<file path="src/rtl/tlb_mmu_param.sv">
// tlb_mmu_param: fully associative TLB/MMU between processor and data cache.
// Translates N-bit logical addresses via ENTRIES lines with FIFO replacement;
// on a miss it fetches the PTE from memory, refills, then forwards to cache.
// Optional hit/miss statistics counters: define TLB_STATS_EN to build them.
module tlb_mmu_param #(
  parameter int N       = 32,
  parameter int PAGE_W  = 12,
  parameter int ENTRIES = 8,
  parameter int CNT_W   = 16
) (
  input  logic             clock,
  input  logic             reset_n,
  input  logic             rdyin,
  input  logic [1:0]       op,
  input  logic [N-1:0]     ind,
  input  logic [N-1:0]     datain,
  input  logic [N-1:0]     ptbase,
  output logic             ackout,
  output logic [N-1:0]     dataout,
  output logic [1:0]       esito,
  output logic             rdyoutc,
  output logic [1:0]       opoutc,
  output logic [N-1:0]     indoutc,
  output logic [N-1:0]     dataoutc,
  input  logic             ackinc,
  input  logic [N-1:0]     datainc,
  input  logic             esitoc,
  output logic             rdyoutm,
  output logic [N-1:0]     indoutm,
  input  logic             ackinm,
  input  logic [N-1:0]     datainm,
  input  logic             esitom,
  output logic [CNT_W-1:0] hit_cnt,
  output logic [CNT_W-1:0] miss_cnt
);

  localparam int VPN_W = N - PAGE_W;
  localparam int PTR_W = $clog2(ENTRIES);

  typedef enum logic [2:0] {
    S_IDLE, S_LOOK, S_PTW, S_REFILL, S_CACHE, S_RESP
  } state_t;

  state_t              state_q, state_d;
  logic [1:0]          op_q, op_d;
  logic [N-1:0]        ind_q, ind_d;
  logic [N-1:0]        dat_q, dat_d;
  logic [VPN_W-1:0]    pte_ppn_q, pte_ppn_d;
  logic [PTR_W-1:0]    ptr_q, ptr_d;

  logic                ackout_q, ackout_d;
  logic [N-1:0]        dataout_q, dataout_d;
  logic [1:0]          esito_q, esito_d;
  logic                rdyoutc_q, rdyoutc_d;
  logic [1:0]          opoutc_q, opoutc_d;
  logic [N-1:0]        indoutc_q, indoutc_d;
  logic [N-1:0]        dataoutc_q, dataoutc_d;
  logic                rdyoutm_q, rdyoutm_d;
  logic [N-1:0]        indoutm_q, indoutm_d;

  logic [ENTRIES-1:0]            valid_q;
  logic [ENTRIES-1:0][VPN_W-1:0] tag_q;
  logic [ENTRIES-1:0][VPN_W-1:0] ppn_q;

  logic             tlb_we, tlb_flush;
  logic             hit;
  logic [PTR_W-1:0] hit_idx;
  logic [VPN_W-1:0] vpn;

  // Only the PPN field of the PTE is meaningful; upper bits are ignored.
  logic unused_pte_hi;
  assign unused_pte_hi = ^datainm[N-1:VPN_W];

  assign vpn = ind_q[N-1:PAGE_W];

  // Associative compare; scanning downward makes the lowest matching index win.
  always_comb begin
    hit     = 1'b0;
    hit_idx = '0;
    for (int i = ENTRIES - 1; i >= 0; i--) begin
      if (valid_q[i] && tag_q[i] == vpn) begin
        hit     = 1'b1;
        hit_idx = PTR_W'(i);
      end
    end
  end

  // Next-state and registered-output logic; strobes default low so each pulse lasts one cycle.
  always_comb begin
    state_d    = state_q;
    op_d       = op_q;
    ind_d      = ind_q;
    dat_d      = dat_q;
    pte_ppn_d  = pte_ppn_q;
    ptr_d      = ptr_q;
    ackout_d   = 1'b0;
    dataout_d  = dataout_q;
    esito_d    = esito_q;
    rdyoutc_d  = 1'b0;
    opoutc_d   = opoutc_q;
    indoutc_d  = indoutc_q;
    dataoutc_d = dataoutc_q;
    rdyoutm_d  = 1'b0;
    indoutm_d  = indoutm_q;
    tlb_we     = 1'b0;
    tlb_flush  = 1'b0;
    case (state_q)
      S_IDLE: begin
        if (rdyin) begin
          op_d    = op;
          ind_d   = ind;
          dat_d   = datain;
          state_d = S_LOOK;
        end
      end
      S_LOOK: begin
        if (op_q == 2'b11) begin
          esito_d  = 2'b11;
          ackout_d = 1'b1;
          state_d  = S_RESP;
        end else if (op_q == 2'b10) begin
          tlb_flush = 1'b1;
          ptr_d     = '0;
          esito_d   = 2'b00;
          ackout_d  = 1'b1;
          state_d   = S_RESP;
        end else if (hit) begin
          rdyoutc_d  = 1'b1;
          opoutc_d   = op_q;
          indoutc_d  = {ppn_q[hit_idx], ind_q[PAGE_W-1:0]};
          dataoutc_d = dat_q;
          state_d    = S_CACHE;
        end else begin
          rdyoutm_d = 1'b1;
          indoutm_d = ptbase + N'(vpn);
          state_d   = S_PTW;
        end
      end
      S_PTW: begin
        if (ackinm) begin
          if (esitom) begin
            esito_d  = 2'b01;
            ackout_d = 1'b1;
            state_d  = S_RESP;
          end else begin
            pte_ppn_d = datainm[VPN_W-1:0];
            state_d   = S_REFILL;
          end
        end
      end
      S_REFILL: begin
        tlb_we     = 1'b1;
        ptr_d      = ptr_q + PTR_W'(1);
        rdyoutc_d  = 1'b1;
        opoutc_d   = op_q;
        indoutc_d  = {pte_ppn_q, ind_q[PAGE_W-1:0]};
        dataoutc_d = dat_q;
        state_d    = S_CACHE;
      end
      S_CACHE: begin
        if (ackinc) begin
          dataout_d = datainc;
          esito_d   = esitoc ? 2'b10 : 2'b00;
          ackout_d  = 1'b1;
          state_d   = S_RESP;
        end
      end
      S_RESP:  state_d = S_IDLE;
      default: state_d = S_IDLE;
    endcase
  end

  // Control and output registers.
  always_ff @(posedge clock or negedge reset_n) begin
    if (!reset_n) begin
      state_q    <= S_IDLE;
      op_q       <= '0;
      ind_q      <= '0;
      dat_q      <= '0;
      pte_ppn_q  <= '0;
      ptr_q      <= '0;
      ackout_q   <= 1'b0;
      dataout_q  <= '0;
      esito_q    <= '0;
      rdyoutc_q  <= 1'b0;
      opoutc_q   <= '0;
      indoutc_q  <= '0;
      dataoutc_q <= '0;
      rdyoutm_q  <= 1'b0;
      indoutm_q  <= '0;
    end else begin
      state_q    <= state_d;
      op_q       <= op_d;
      ind_q      <= ind_d;
      dat_q      <= dat_d;
      pte_ppn_q  <= pte_ppn_d;
      ptr_q      <= ptr_d;
      ackout_q   <= ackout_d;
      dataout_q  <= dataout_d;
      esito_q    <= esito_d;
      rdyoutc_q  <= rdyoutc_d;
      opoutc_q   <= opoutc_d;
      indoutc_q  <= indoutc_d;
      dataoutc_q <= dataoutc_d;
      rdyoutm_q  <= rdyoutm_d;
      indoutm_q  <= indoutm_d;
    end
  end

  // TLB lines: flush drops every valid bit, refill writes the line at the FIFO pointer.
  always_ff @(posedge clock or negedge reset_n) begin
    if (!reset_n) begin
      valid_q <= '0;
      tag_q   <= '0;
      ppn_q   <= '0;
    end else if (tlb_flush) begin
      valid_q <= '0;
    end else if (tlb_we) begin
      valid_q[ptr_q] <= 1'b1;
      tag_q[ptr_q]   <= vpn;
      ppn_q[ptr_q]   <= pte_ppn_q;
    end
  end

`ifdef TLB_STATS_EN
  logic [CNT_W-1:0] hit_cnt_q, miss_cnt_q;

  // Count read/write lookups only; counters stick at all-ones and survive flush.
  always_ff @(posedge clock or negedge reset_n) begin
    if (!reset_n) begin
      hit_cnt_q  <= '0;
      miss_cnt_q <= '0;
    end else if (state_q == S_LOOK && !op_q[1]) begin
      if (hit && !(&hit_cnt_q))
        hit_cnt_q <= hit_cnt_q + CNT_W'(1);
      if (!hit && !(&miss_cnt_q))
        miss_cnt_q <= miss_cnt_q + CNT_W'(1);
    end
  end

  assign hit_cnt  = hit_cnt_q;
  assign miss_cnt = miss_cnt_q;
`else
  assign hit_cnt  = '0;
  assign miss_cnt = '0;
`endif

  assign ackout   = ackout_q;
  assign dataout  = dataout_q;
  assign esito    = esito_q;
  assign rdyoutc  = rdyoutc_q;
  assign opoutc   = opoutc_q;
  assign indoutc  = indoutc_q;
  assign dataoutc = dataoutc_q;
  assign rdyoutm  = rdyoutm_q;
  assign indoutm  = indoutm_q;

endmodule

</file>
<file path="config.mk">
export PLATFORM = sky130hd
export DESIGN_NAME = tlb_mmu_param
export DESIGN_NICKNAME = d
export VERILOG_FILES = /design/src/rtl/tlb_mmu_param.sv
export SDC_FILE = /design/constraint.sdc
export NUM_CORES = 1
export LEC_CHECK = 0
export CORE_MARGIN = 2
export CORE_UTILIZATION = 60
export DETAILED_ROUTE_END_ITERATION = 6
export MAX_ROUTING_LAYER = met4
export PLACE_DENSITY = 0.9
export SYNTH_ARGS = -nofsm -noshare
export SYNTH_HDL_FRONTEND = slang
export SYNTH_SLANG_ARGS = --single-unit
</file>
<file path="constraint.sdc">
create_clock -name clock -period 9.2 [get_ports clock]
set_input_delay 1.84 -clock clock [delete_from_list [all_inputs] [get_ports clock]]
set_output_delay 1.84 -clock clock [all_outputs]
set_load 0.02 [all_outputs]
</file>
Word-level counts from Yosys, hierarchy flattened
Cells that the tools add are included.
W data, S select, Z words.

operators by class
  add/sub/neg operators = 2
  order comparisons = 3
  eq/ne operators = 23
  muxes and demuxes = 73
  bitwise gates (word level) = 6
  reduce and logical (&&, ||, !) cells = 22

operators by type and width
  operator              number
  $bwmux W160           2
  $mux W32              6
  $eq A20 B20 Y1        8
  $pmux W32 S2          2
  $bmux W20 S3          1
  $demux W20 S3         1
  $mux W3               17
  $mux W20              2
  $add A32 B20 Y32      1
  $mux W1               24
  $mux W2               9
  $mux W8               2
  $ne A2 B2 Y1 const B  8
  $pmux W3 S5           1
  $logic_and A1 B1 Y1   9
  $reduce_and A3 Y1     3
  $lt A3 B4 Y1 const B  2
  $or A8 B8 Y8          1
  $reduce_and A4 Y1     2
  $eq A3 B2 Y1 const B  2
  $pmux W2 S3           1
  $pmux W3 S2           1
  $reduce_and A2 Y1     3
  $not A1 Y1            5
  14 further kinds      16

word-level totals
  bits in registers = 555
  bits of input ports = 169
  output and inout bits = 167
  logic and storage cells = 161

Longest topological paths before layout
Gate-level depths: netlist of the first run.

  depth after elaboration = 16
  depth in mapped cells = 14

Worst setup path before layout of the first run
Ideal clock, no wire load.

  path type = input-to-reg
  start point = in ptbase[0]
  end point = reg indoutm_q[24] (netlist: indoutm[24])
  library setup time = 126 ps
  arrival = 4085 ps
  setup slack = 4990 ps
  stages = 12
  path through = ha_1 > inv_1 > fa_1 > nor2b_1 > o21ai_0 > a211o_1 > and4_1 > nor4_1 > nor3_1 > nor4bb_1 > xnor2_1 > a21oi_1

on the way
  word-level cells in the longest chain between the ends = 1

ends and longest elaborated chain
  element               line  RTL
  from (decl)           17    input logic [N-1:0] ptbase,
  $add A32 B20 Y32      135   indoutm_d = ptbase + N'(vpn);
  to (signal assigned)  206   indoutm_q <= indoutm_d;
  to (decl)             59    logic [N-1:0] indoutm_q, indoutm_d;

No other way between the ends.
A chain may end at the register's enable or synchronous reset.

Worst setup path in the final report of the first run
  start point = reg ind_q[20]
  end point = reg indoutc_q[31] (netlist: indoutc[31])

on the way
  word-level cells in the longest chain between the ends = 16
  elaborated cells on any way between the ends = 40

ends and longest elaborated chain
  element                         line  RTL
  from (decl)                     46    logic [N-1:0] ind_q, ind_d;
  from (signal assigned)          194   ind_q <= ind_d;
  $eq A20 B20 Y1                  81    if (valid_q[i] && tag_q[i] == vpn) begin
  $logic_and A1 B1 Y1             81
  $mux W3 (8 in a row)            81
  $bmux W20 S3                    130   indoutc_d = {ppn_q[hit_idx], ind_q[PAGE_W-1:0]};
  $mux W20 (implied by the code)  130
  $mux W32                        127   end else if (hit) begin
  $mux W32                        121   end else if (op_q == 2'b10) begin
  $mux W32                        117   if (op_q == 2'b11) begin
  $pmux W32 S2                    107   case (state_q)
  to (signal assigned)            203   indoutc_q <= indoutc_d;
  to (decl)                       56    logic [N-1:0] indoutc_q, indoutc_d;

Several ways; a longest one is shown, not always the timed one. The select of a mux whose other input is x is not followed.

==> results of run 1 <==
-- layer usage --
layer | vias up | GRT usage
met5 | - | -
met4 | 0 | 0.136
met3 | 183 | 0.0414
met2 | 560 | 0.491
met1 | 8529 | 0.347
li1 | 7314 | -
-- registers in the layout, indices dropped and copies added, names as in the netlist --
name and count:
op_q 2, dataout 32, indoutm 32, tag_q 160, dataoutc 32, ptr_q 3
rdyoutm 1, indoutc 32, ppn_q 160, esito 2, ackout 1, ind_q 32
rdyoutc 1, dat_q 32, opoutc 2, state_q 3, pte_ppn_q 20, valid_q 8
-- worst paths after layout --
path | slack, ns | startpoint | to | cells after the start
max | 3.89 | ind_q[20]$_DFFE_PN0P_ | indoutc[31]$_DFFE_PN0P_ | 10
min in group asynchronous | 1.27 | reset_n | dat_q[20]$_DFFE_PN0P_ | 1
max in group asynchronous | 6.32 | reset_n | tag_q[16]$_DFFE_PN0P_ | 2
min reg2reg | 0.49 | valid_q[1]$_DFFE_PN0P_ | valid_q[1]$_DFFE_PN0P_ | 2
min | 0.49 | valid_q[1]$_DFFE_PN0P_ | valid_q[1]$_DFFE_PN0P_ | 2
max reg2reg | 3.89 | ind_q[20]$_DFFE_PN0P_ | indoutc[31]$_DFFE_PN0P_ | 10
-- final cells by class --
type,count,area [µm²]
clock buffers,84,1670
flip-flops and latches,555,13900
fillers,2561,11300
well taps,539,674
diodes,2,5.00
multi-input cells,1243,11100
inverters,14,52.6
repair buffers,327,3210
clock inverters,14,226
-- cell usage in the layout (no fill, tap or decap), types with 7 or more instances in the layout --
master / instances
clkbuf_16: 59
nor4_1: 23
clkbuf_1: 15
a21o_1: 11
a2111oi_2: 13
mux2_4: 13
mux2_1: 7
a21oi_1: 60
nand2b_1: 24
buf_4: 34
nor2_1: 54
nor3_1: 13
dfrtp_1: 555
ha_1: 21
mux2i_1: 61
mux2_2: 498
and3_1: 24
nand3_1: 39
clkdlybuf4s50_1: 290
o22a_1: 20
nand2_1: 33
clkbuf_8: 10
conb_1: 32
inv_1: 14
xor2_1: 80
nand4_1: 25
o21ai_0: 18
xnor2_1: 111
-- power groups by stage --
stage	clock network (mW)	logic (mW)	registers, mW
finish	2.35	3.43	3.95
global route	2.48	3.67	4.04
CTS	2.39	3.45	3.94
detailed placement	0	3.39	3.97
global placement	0	3.26	3.89
floorplan	0	2.13	3.89
-- cell families (layout without fill, tap and decap cells) --
group,Yosys count,after routing,synth area share
DFF,555,555,0.538
adders and majority gates,22,22,0.0110
other,1,34,0.000145
AOI/OAI and AO/OA,147,147,0.0407
and+or+nand+nor,272,272,0.0566
muxes,579,579,0.252
buffers and inverters,197,439,0.0366
xor gates and xnor gates,191,191,0.0649
-- worst reg2reg max path, stage by stage, from the launching register on --
cell,delay [ns]
dfrtp_1,1.05
xnor2_1,0.28
nand4_1,0.19
nor4_1,0.35
nand4_1,0.21
o21ai_0,0.19
a311o_2,0.94
buf_4,0.84
mux2_1,0.43
a2111oi_0,0.55
a21oi_1,0.13
==> summary.md, run 1 <==
| Metric | Value |
|---|---|
| Longest Clk Path Bufs | `3` |
| Placed Cells | `2678` |
| First-pass GRT wire length | `around 98000 µm` |
| Initial antenna violation count | `2` |
| Final cell count without fillers | `2778` |
| DRT Pass-1 Iters | `5` |
| Total Routing Usage GR | `0.291` |
| FMAX | `188 MHz` |
| Largest net degree at the start of global routing | `roughly 150` |
| Synth cell count leaders | `555 x dfrtp_1, 498 x mux2_2, 111 x xnor2_1, 85 x clkbuf_1, 80 x xor2_1` |
| Crit. End Element | `register` |
| Register area share after synthesis | `0.538` |
| # H-tree levels | `2` |
| WL/cell | `about 22 µm` |
| Share of layout cells above drive strength 1 | `0.296` |
| Post-CTS setup buffer count | `0` |
| Via density | `about 6.0` |
| Yosys warnings | `0` |
| Critical path's slowest cell | `dfrtp_1` |
| PwrDens | `315 nW/µm²` |
| Clock transition at path regs | `0.06 ns` |
| Unrepaired setup endpoints after global routing | `false` |
| Setup Crit Path Kind | `reg -> reg` |
| Slew Viols, Final | `0` |
| Status | `finished clean` |
| Final Setup Violations | `0` |
| GRT overflow | `0` |
| Chip height | `211 µm` |
| Leak | `approximately 14 nW` |
| Max IR drop VDD | `248 µV` |
| Dpl hpwl | `38500 µm` |
| Die area | `44700 µm²` |
| Top cell type's share of synthesized area | `0.538` |
| Post-cts sizing count | `0` |
| Syn avg cell area | `13.1 µm²` |
| Initial DRC count | `1099` |
| Final hold viol count | `0` |
| Crit-path cells | `xnor2_1 -> nand4_1 -> nor4_1 -> nand4_1 -> o21ai_0 -> a311o_2 -> buf_4 -> mux2_1 -> a2111oi_0 -> a21oi_1` |
| Drt drc | `0` |
| P&R area growth vs syn | `19.7%` |
| Critical Path AT | `5.77 ns` |
| CTS tree | `yes` |
| Total Power | `between 9 and 10 mW` |
| Setup total negative slack | `0 ns` |
| Final worst setup slack | `3.89 ns` |
| Crit share post-route | `0.577` |
| Sink Count | `~560` |
| Worst path bufs/invs | `1` |
| Hold bufs inserted after CTS | `0` |
| Final core occ | `0.731` |
| Crit-path max FO | `60` |
| Most used cell, CP | `nand4_1` |
| Seq pwr share | `0.406` |
| Final Hold Slack | `0.487 ns` |
| Core ar. | `42200 µm²` |
| Worst slew pin tran | `1.27 ns` |
| Post-synth EDFFs | `0` |
| HP Class | `reg -> reg` |
| Top Layer Used | `met4` |
| Most used DFF post-synth | `dfrtp_1` |
| GP Congestion | `0.863` |
| Critical path's top delay family | `compound AO/OA/AOI/OAI gates` |
| FFs w/ async S/R, synth | `1.00` |
| Yosys cell types | `between 50 and 60` |
| Width of the chip | `211 µm` |
| Cell taking the most area after synthesis | `dfrtp_1` |
| NetSw | `3.36 mW` |
| Met3 WL | `3350 µm` |
| Count of input and output buffers | `291` |
| Clock Skews | `0.0100 ns` |
| Internal Power | `6.37 mW` |
| DRT met1 WL | `24100 µm` |
| I/O pin count | `336` |
| Via count | `16600` |
| Post-Syn Area | `25800 µm²` |
| Initial Util | `0.611` |
| Worst EP required | `roughly 9.7 ns` |
| CTS Buf Count | `57` |
| Startpoint class of the critical path | `register` |
| Switching Share | `0.345` |
| Most frequent cell after synthesis | `dfrtp_1` |
| ANT nets after route | `0` |
| Post-Layout Inst Area | `30900 µm²` |
| Max incr delay on CP | `around 1.1 ns` |
| Met2 WL | `~32000 µm` |
| Top cells by area, synth | `dfrtp_1 54%, mux2_2 22%, xnor2_1 3.8%` |
| Comb pwr share | `0.353` |
| Worst-Skew Late Latency | `0.61 ns` |
| Post-Route WL | `61700 µm` |
| Register bit total from synthesis | `555` |
| Vias in the first global route | `roughly 18000` |
| Mapped Cells | `around 2000` |
| Clock root cell | `clkbuf_16` |
| Place WS | `4.07 ns` |
| Site Rows | `75` |
| Clock power frac | `0.242` |
| Final Net Count | `2389` |
| Worst rel slew slack | `0.153` |
| Dpl cell area | `29000 µm²` |
| Max-cap violations | `0` |
| Tmin final | `5.31 ns` |
Note: power is estimated with default switching activity, not from simulation.
==> run 2: changes to the inputs <==
--- a/config.mk
+++ b/config.mk
@@ -6,10 +6,10 @@
 export NUM_CORES = 1
 export LEC_CHECK = 0
 export CORE_MARGIN = 2
-export CORE_UTILIZATION = 60
+export CORE_UTILIZATION = 50
 export DETAILED_ROUTE_END_ITERATION = 6
 export MAX_ROUTING_LAYER = met4
-export PLACE_DENSITY = 0.9
+export PLACE_DENSITY = 0.8
 export SYNTH_ARGS = -nofsm -noshare
 export SYNTH_HDL_FRONTEND = slang
 export SYNTH_SLANG_ARGS = --single-unit
==> constraint.sdc (replaced) <==
create_clock -name clock -period 4.27 [get_ports clock]
set_input_delay 0.854 -clock clock [delete_from_list [all_inputs] [get_ports clock]]
set_output_delay 0.854 -clock clock [all_outputs]
set_load 0.02 [all_outputs]
==> summary.md, run 2 (synthesis gave the netlist of run 1 again) <==
| Metric | Value |
|---|---|
| Status | `finished clean` |
| Largest net degree at the start of global routing | `102 (-31%)` |
| Startpoint class of the critical path | `register` |
| Unrepaired setup endpoints after global routing | `false` |
| Initial antenna violation count | `1 (-1)` |
| Tmin final | `4.08 ns (-1.23 ns)` |
| Final cell count without fillers | `2983 (+7.4%)` |
| Final Hold Slack | `0.239 ns (-0.247 ns)` |
| Largest registers | `ppn_q (160), tag_q (160)` |
| Initial Util | `0.504 (-0.107)` |
| Post-cts sizing count | `0 (unchanged)` |
| FMAX | `245 MHz (+30%)` |
| Crit-path max FO | `21 (-65%)` |
| Clock Skews | `0.0213 ns (+0.0113 ns)` |
| Worst-Skew Late Latency | `0.62 ns (about the same)` |
| Setup total negative slack | `0 ns (unchanged)` |
| # H-tree levels | `2 (unchanged)` |
| GP Congestion | `0.835 (-3.2%)` |
| Most frequent cells in the layout | `554 x dfrtp_1, 498 x mux2_2, 290 x clkdlybuf4s50_1` |
| Width of the chip | `231 µm (+9.4%)` |
| DRT Pass-1 Iters | `5 (unchanged)` |
| Setup Crit Path Kind | `reg -> reg` |
| Worst slew pin tran | `1.17 ns (-0.0962 ns)` |
| Core ar. | `51200 µm² (+21%)` |
| Slew Viols, Final | `0 (unchanged)` |
| HP Class | `in -> async` |
| Max IR drop VDD | `442 µV (+78%)` |
| Via density | `5.55 (-7.1%)` |
| Vias in the first global route | `18000 (-0.56%)` |
| Clock root cell | `clkbuf_16` |
| Top Layer Used | `met4` |
| CTS tree | `yes` |
| Total Routing Usage GR | `0.243 (-0.0477)` |
| Count of input and output buffers | `291 (unchanged)` |
| I/O pin count | `336 (unchanged)` |
| R2R depth | `11 (+1)` |
| Chip height | `231 µm (+9.4%)` |
| Sink Count | `555 (unchanged)` |
| PwrDens | `674 nW/µm² (+110%)` |
| Met2 WL | `31800 µm (-0.20%)` |
| Leak | `14.5 nW (+3.0%)` |
| Die area | `53400 µm² (+20%)` |
| Crit share post-route | `0.955 (+0.378)` |
| Initial DRC count | `841 (-23%)` |
| Worst R2R Setup Slack | `0.19 ns (-3.70 ns)` |
| Via count | `16500 (-0.25%)` |
| P&R area growth vs syn | `23.2%` |
| Commonest non-fill, non-tap cell in the layout | `dfrtp_1` |
| WL/cell | `20.9 µm (-6.1%)` |
| Final core occ | `0.621 (-0.111)` |
| Final Setup Violations | `0 (unchanged)` |
| Dpl cell area | `29700 µm² (+2.5%)` |
| Site Rows | `83 (+11%)` |
| Dpl hpwl | `41400 µm (+7.5%)` |
| Max-cap violations | `0 (unchanged)` |
| First-pass GRT wire length | `98800 µm (+0.97%)` |
| GRT overflow | `0 (unchanged)` |
| Met3 WL | `2900 µm (-14%)` |
| Worst rel slew slack | `0.219 (+0.0658)` |
| Crit. End Element | `register` |
| Post-Layout Inst Area | `31800 µm² (+2.9%)` |
| Share of layout cells above drive strength 1 | `0.319 (+0.0225)` |
| Drt drc | `0 (unchanged)` |
| Final Net Count | `2445 (+2.3%)` |
| Critical Path AT | `4.55 ns (-1.22 ns)` |
| Clock transition at path regs | `0.06 ns (about the same)` |
| Hold bufs inserted after CTS | `0 (unchanged)` |
| Final hold viol count | `0 (unchanged)` |
| Worst EP required | `4.74 ns (-4.92 ns)` |
| ANT nets after route | `0 (unchanged)` |
| Longest Clk Path Bufs | `3 (unchanged)` |
| Post-CTS setup buffer count | `0 (unchanged)` |
| DRT met1 WL | `25900 µm (+7.3%)` |
| CTS Buf Count | `58 (+1.8%)` |
| Post-Route WL | `62300 µm (+0.86%)` |
| Placed Cells | `2874 (+7.3%)` |
==> run 2: layout make-up <==
class | count | area, µm²
inverters | 14 | 52.6
clock buffers | 86 | 1770
flip-flops and latches | 555 | 13900
multi-input cells | 1243 | 11100
repair buffers | 382 | 3760
well taps | 680 | 851
diodes | 1 | 2.50
fillers | 3781 | 19400
clock inverters | 22 | 295
==> run 2: per-layer routing <==
metal,global-route usage,vias up
met2,0.413,406
met4,0.0766,0
met5,-,-
met3,0.0445,123
li1,-,7445
met1,0.294,8571
==> run 2: worst max-delay path, cell delays in order (launching register included) <==
cell and delay, ns:
dfrtp_1 0.56, xor2_1 0.24, nor4_1 0.36, buf_4 0.17
nand4_1 0.27, nor2_1 0.39, nor2_1 0.09, a311o_2 0.65
buf_4 0.30, and3_1 0.17, a2111oi_0 0.55, a21oi_1 0.14
==> run 2: final timing paths <==
path | from | endpoint
hold / removal | reset_n | dat_q[10]$_DFFE_PN0P_
setup reg to reg | ind_q[12]$_DFFE_PN0P_ | indoutc[14]$_DFFE_PN0P_
setup / recovery | ind_q[12]$_DFFE_PN0P_ | indoutc[14]$_DFFE_PN0P_
hold reg to reg | valid_q[7]$_DFFE_PN0P_ | valid_q[7]$_DFFE_PN0P_
min in group clock | valid_q[7]$_DFFE_PN0P_ | valid_q[7]$_DFFE_PN0P_
max in group asynchronous | reset_n | ppn_q[37]$_DFFE_PN0P_
==> run 2: metrics by stage <==
| step | setup WS [ns] | total power [mW] |
|---|---|---|
| after global routing | 0.0297 | 22.5 |
| after floorplan | 1.05 | 13.0 |
| final | 0.192 | 21.4 |
| after detailed placement | 0.164 | 16.0 |
| after global placement | 0.175 | 15.7 |
| after CTS | 0.181 | 21.6 |
==> run 2: report_power, final <==
group | internal, mW | switching (mW) | total [mW]
Sequential | 6.87 | 1.46 | 8.32
Clock | 3.28 | 2.11 | 5.39
Combinational | 4.01 | 3.69 | 7.70
==> run 3: changes to the inputs <==
--- a/config.mk
+++ b/config.mk
@@ -6,10 +6,11 @@
 export NUM_CORES = 1
 export LEC_CHECK = 0
 export CORE_MARGIN = 2
-export CORE_UTILIZATION = 50
+export CORE_UTILIZATION = 45
 export DETAILED_ROUTE_END_ITERATION = 6
 export MAX_ROUTING_LAYER = met4
-export PLACE_DENSITY = 0.8
+export PLACE_DENSITY = 0.74
+export SLEW_MARGIN = 20
 export SYNTH_ARGS = -nofsm -noshare
 export SYNTH_HDL_FRONTEND = slang
 export SYNTH_SLANG_ARGS = --single-unit
==> constraint.sdc (replaced) <==
create_clock -name clock -period 3.65 [get_ports clock]
set_input_delay 0.73 -clock clock [delete_from_list [all_inputs] [get_ports clock]]
set_output_delay 0.73 -clock clock [all_outputs]
set_load 0.02 [all_outputs]
==> summary.md, run 3 (synthesis gave the netlist of run 1 again) <==
| Metric | Value |
|---|---|
| Crit share post-route | `0.969 (+0.0135)` |
| Initial DRC count | `933 (+11%)` |
| Clock root cell | `clkbuf_16` |
| Post-Layout Inst Area | `32300 µm² (+1.8%)` |
| Final core occ | `0.572 (-0.0482)` |
| Via density | `5.35 (-3.5%)` |
| # H-tree levels | `2 (unchanged)` |
| CTS Buf Count | `58 (unchanged)` |
| Largest net degree at the start of global routing | `106 (+3.9%)` |
| Crit. End Element | `register` |
| Commonest non-fill, non-tap cell in the layout | `dfrtp_1` |
| # fillers | `4458 (+18%)` |
| Clock transition at path regs | `0.06 ns (about the same)` |
| Leak | `14.7 nW (+1.4%)` |
| Tmin final | `3.54 ns (-0.543 ns)` |
| Total Routing Usage GR | `0.215 (-0.0282)` |
| Width of the chip | `243 µm (+5.3%)` |
| Core ar. | `56500 µm² (+10%)` |
| Count of input and output buffers | `291 (unchanged)` |
| Total Power | `25.2 mW (+18%)` |
| P&R area growth vs syn | `25.4%` |
| Via count | `16500 (-0.054%)` |
| PwrDens | `778 nW/µm² (+16%)` |
| Worst-Skew Late Latency | `0.61 ns (about the same)` |
| Ant. Diodes | `0 (-1)` |
| Drt drc | `0 (unchanged)` |
| Critical Path AT | `4.01 ns (-0.54 ns)` |
| Dpl hpwl | `41200 µm (-0.40%)` |
| Sink Count | `555 (unchanged)` |
| Chip height | `243 µm (+5.3%)` |
| ANT nets after route | `0 (unchanged)` |
| Site Rows | `87 (+4.8%)` |
| Max-cap violations | `0 (unchanged)` |
| Most frequent cells in the layout | `544 x dfrtp_1, 498 x mux2_2, 290 x clkdlybuf4s50_1` |
| Final Setup Violations | `0 (unchanged)` |
| First-pass GRT wire length | `98300 µm (-0.52%)` |
| DRT Pass-1 Iters | `4 (-1)` |
| Longest Clk Path Bufs | `3 (unchanged)` |
| Setup total negative slack | `0 ns (unchanged)` |
| Setup Crit Path Kind | `reg -> reg` |
| Final Net Count | `2483 (+1.6%)` |
| Max IR drop VDD | `496 µV (+12%)` |
| Status | `finished clean` |
| GRT overflow | `0 (unchanged)` |
| GP Congestion | `0.898 (+7.5%)` |
| Share of layout cells above drive strength 1 | `0.339 (+0.0199)` |
| Initial Util | `0.457 (-0.0472)` |
| Vias in the first global route | `17700 (-1.6%)` |
| CTS tree | `yes` |
| Final worst setup slack | `0.114 ns (-0.0773 ns)` |
| HP Class | `in -> async` |
| Dpl cell area | `30200 µm² (+1.6%)` |
| Worst slew pin tran | `0.943 ns (-0.228 ns)` |
| WL/cell | `20.0 µm (-4.4%)` |
| Worst EP required | `4.12 ns (-0.62 ns)` |
| Place WS | `-0.348 ns (-0.512 ns)` |
| Final cell count without fillers | `3091 (+3.6%)` |
| Die area | `59300 µm² (+11%)` |
| Clock Skews | `0.0211 ns (-0.000224 ns)` |
| I/O pin count | `336 (unchanged)` |
| Final hold viol count | `0 (unchanged)` |
| Placed Cells | `2982 (+3.8%)` |
| Worst R2R Setup Slack | `0.11 ns (-0.08 ns)` |
| Worst rel slew slack | `0.371 (+0.152)` |
| FMAX | `283 MHz (+15%)` |
| Initial antenna violation count | `0 (-1)` |
| Largest registers | `ppn_q (160), tag_q (160)` |
| Post-Route WL | `61700 µm (-0.98%)` |
| Startpoint class of the critical path | `register` |
| Crit-path max FO | `29 (+38%)` |
| Slew Viols, Final | `0 (unchanged)` |
| Final Hold Slack | `0.197 ns (-0.0426 ns)` |
[run 3: cell types whose count changed in the layout (fill, tap and decap cells not counted), sizes merged]
cell | previous run | this run
inv | 14 | 15
clkinvlp | 1 | 0
buf | 92 | 130
bufinv | 7 | 6
diode | 1 | 0
clkbuf | 86 | 82
[run 3: repair_timing]
action	in CTS	in global routing
hold buffers	0	0
pin swaps	0	5
resized for setup	9	26
setup endpoints to repair	58	59
buffers inserted	0	6
[run 3: path summary, 6_finish.rpt]
kind,startpoint,to,cells past startpoint
worst min-delay path,reset_n,dataoutc[23]$_DFFE_PN0P_,1
worst min register to register,valid_q[2]$_DFFE_PN0P_,valid_q[2]$_DFFE_PN0P_,2
worst max-delay path,ind_q[31]$_DFFE_PN0P_,indoutc[30]$_DFFE_PN0P_,11
max in group asynchronous,reset_n,ppn_q[121]$_DFFE_PN0P_,3
worst max register to register,ind_q[31]$_DFFE_PN0P_,indoutc[30]$_DFFE_PN0P_,11
min in group clock,valid_q[2]$_DFFE_PN0P_,valid_q[2]$_DFFE_PN0P_,2
[run 3: where the power goes]
part / switching [mW] / internal (mW) / total [mW]
registers: 1.66 / 8.05 / 9.71
clock network: 2.45 / 3.66 / 6.11
logic: 4.40 / 4.95 / 9.35
total: 8.51 / 16.7 / 25.2
[run 3: layout make-up]
type	instances	area [µm²]	area share
multi-input cells	1243	11200	0.347
clock buffers	82	1700	0.0527
inverters	14	52.6	0.00163
flip-flops and latches	555	13900	0.430
well taps	756	946	0.0293
clock inverters	21	285	0.00882
repair buffers	420	4220	0.130
[run 3: critical path, stage by stage, from the launching register on]
cell	delay [ns]
dfrtp_4	0.57
buf_4	0.17
xor2_1	0.15
nor4_1	0.38
nand4_1	0.26
or2_2	0.37
nor2_1	0.11
a311o_2	0.25
buf_12	0.24
mux2_1	0.34
a2111oi_1	0.42
a21oi_1	0.12
[run 3: metal layers]
metal / up-vias / routed length [µm] / global-route usage
met4: 0 / 1340 / 0.0563
met3: 94 / 2860 / 0.0354
li1: 7508 / - / -
met1: 8552 / 26500 / 0.273
met5: - / 0 / -
met2: 382 / 31000 / 0.358
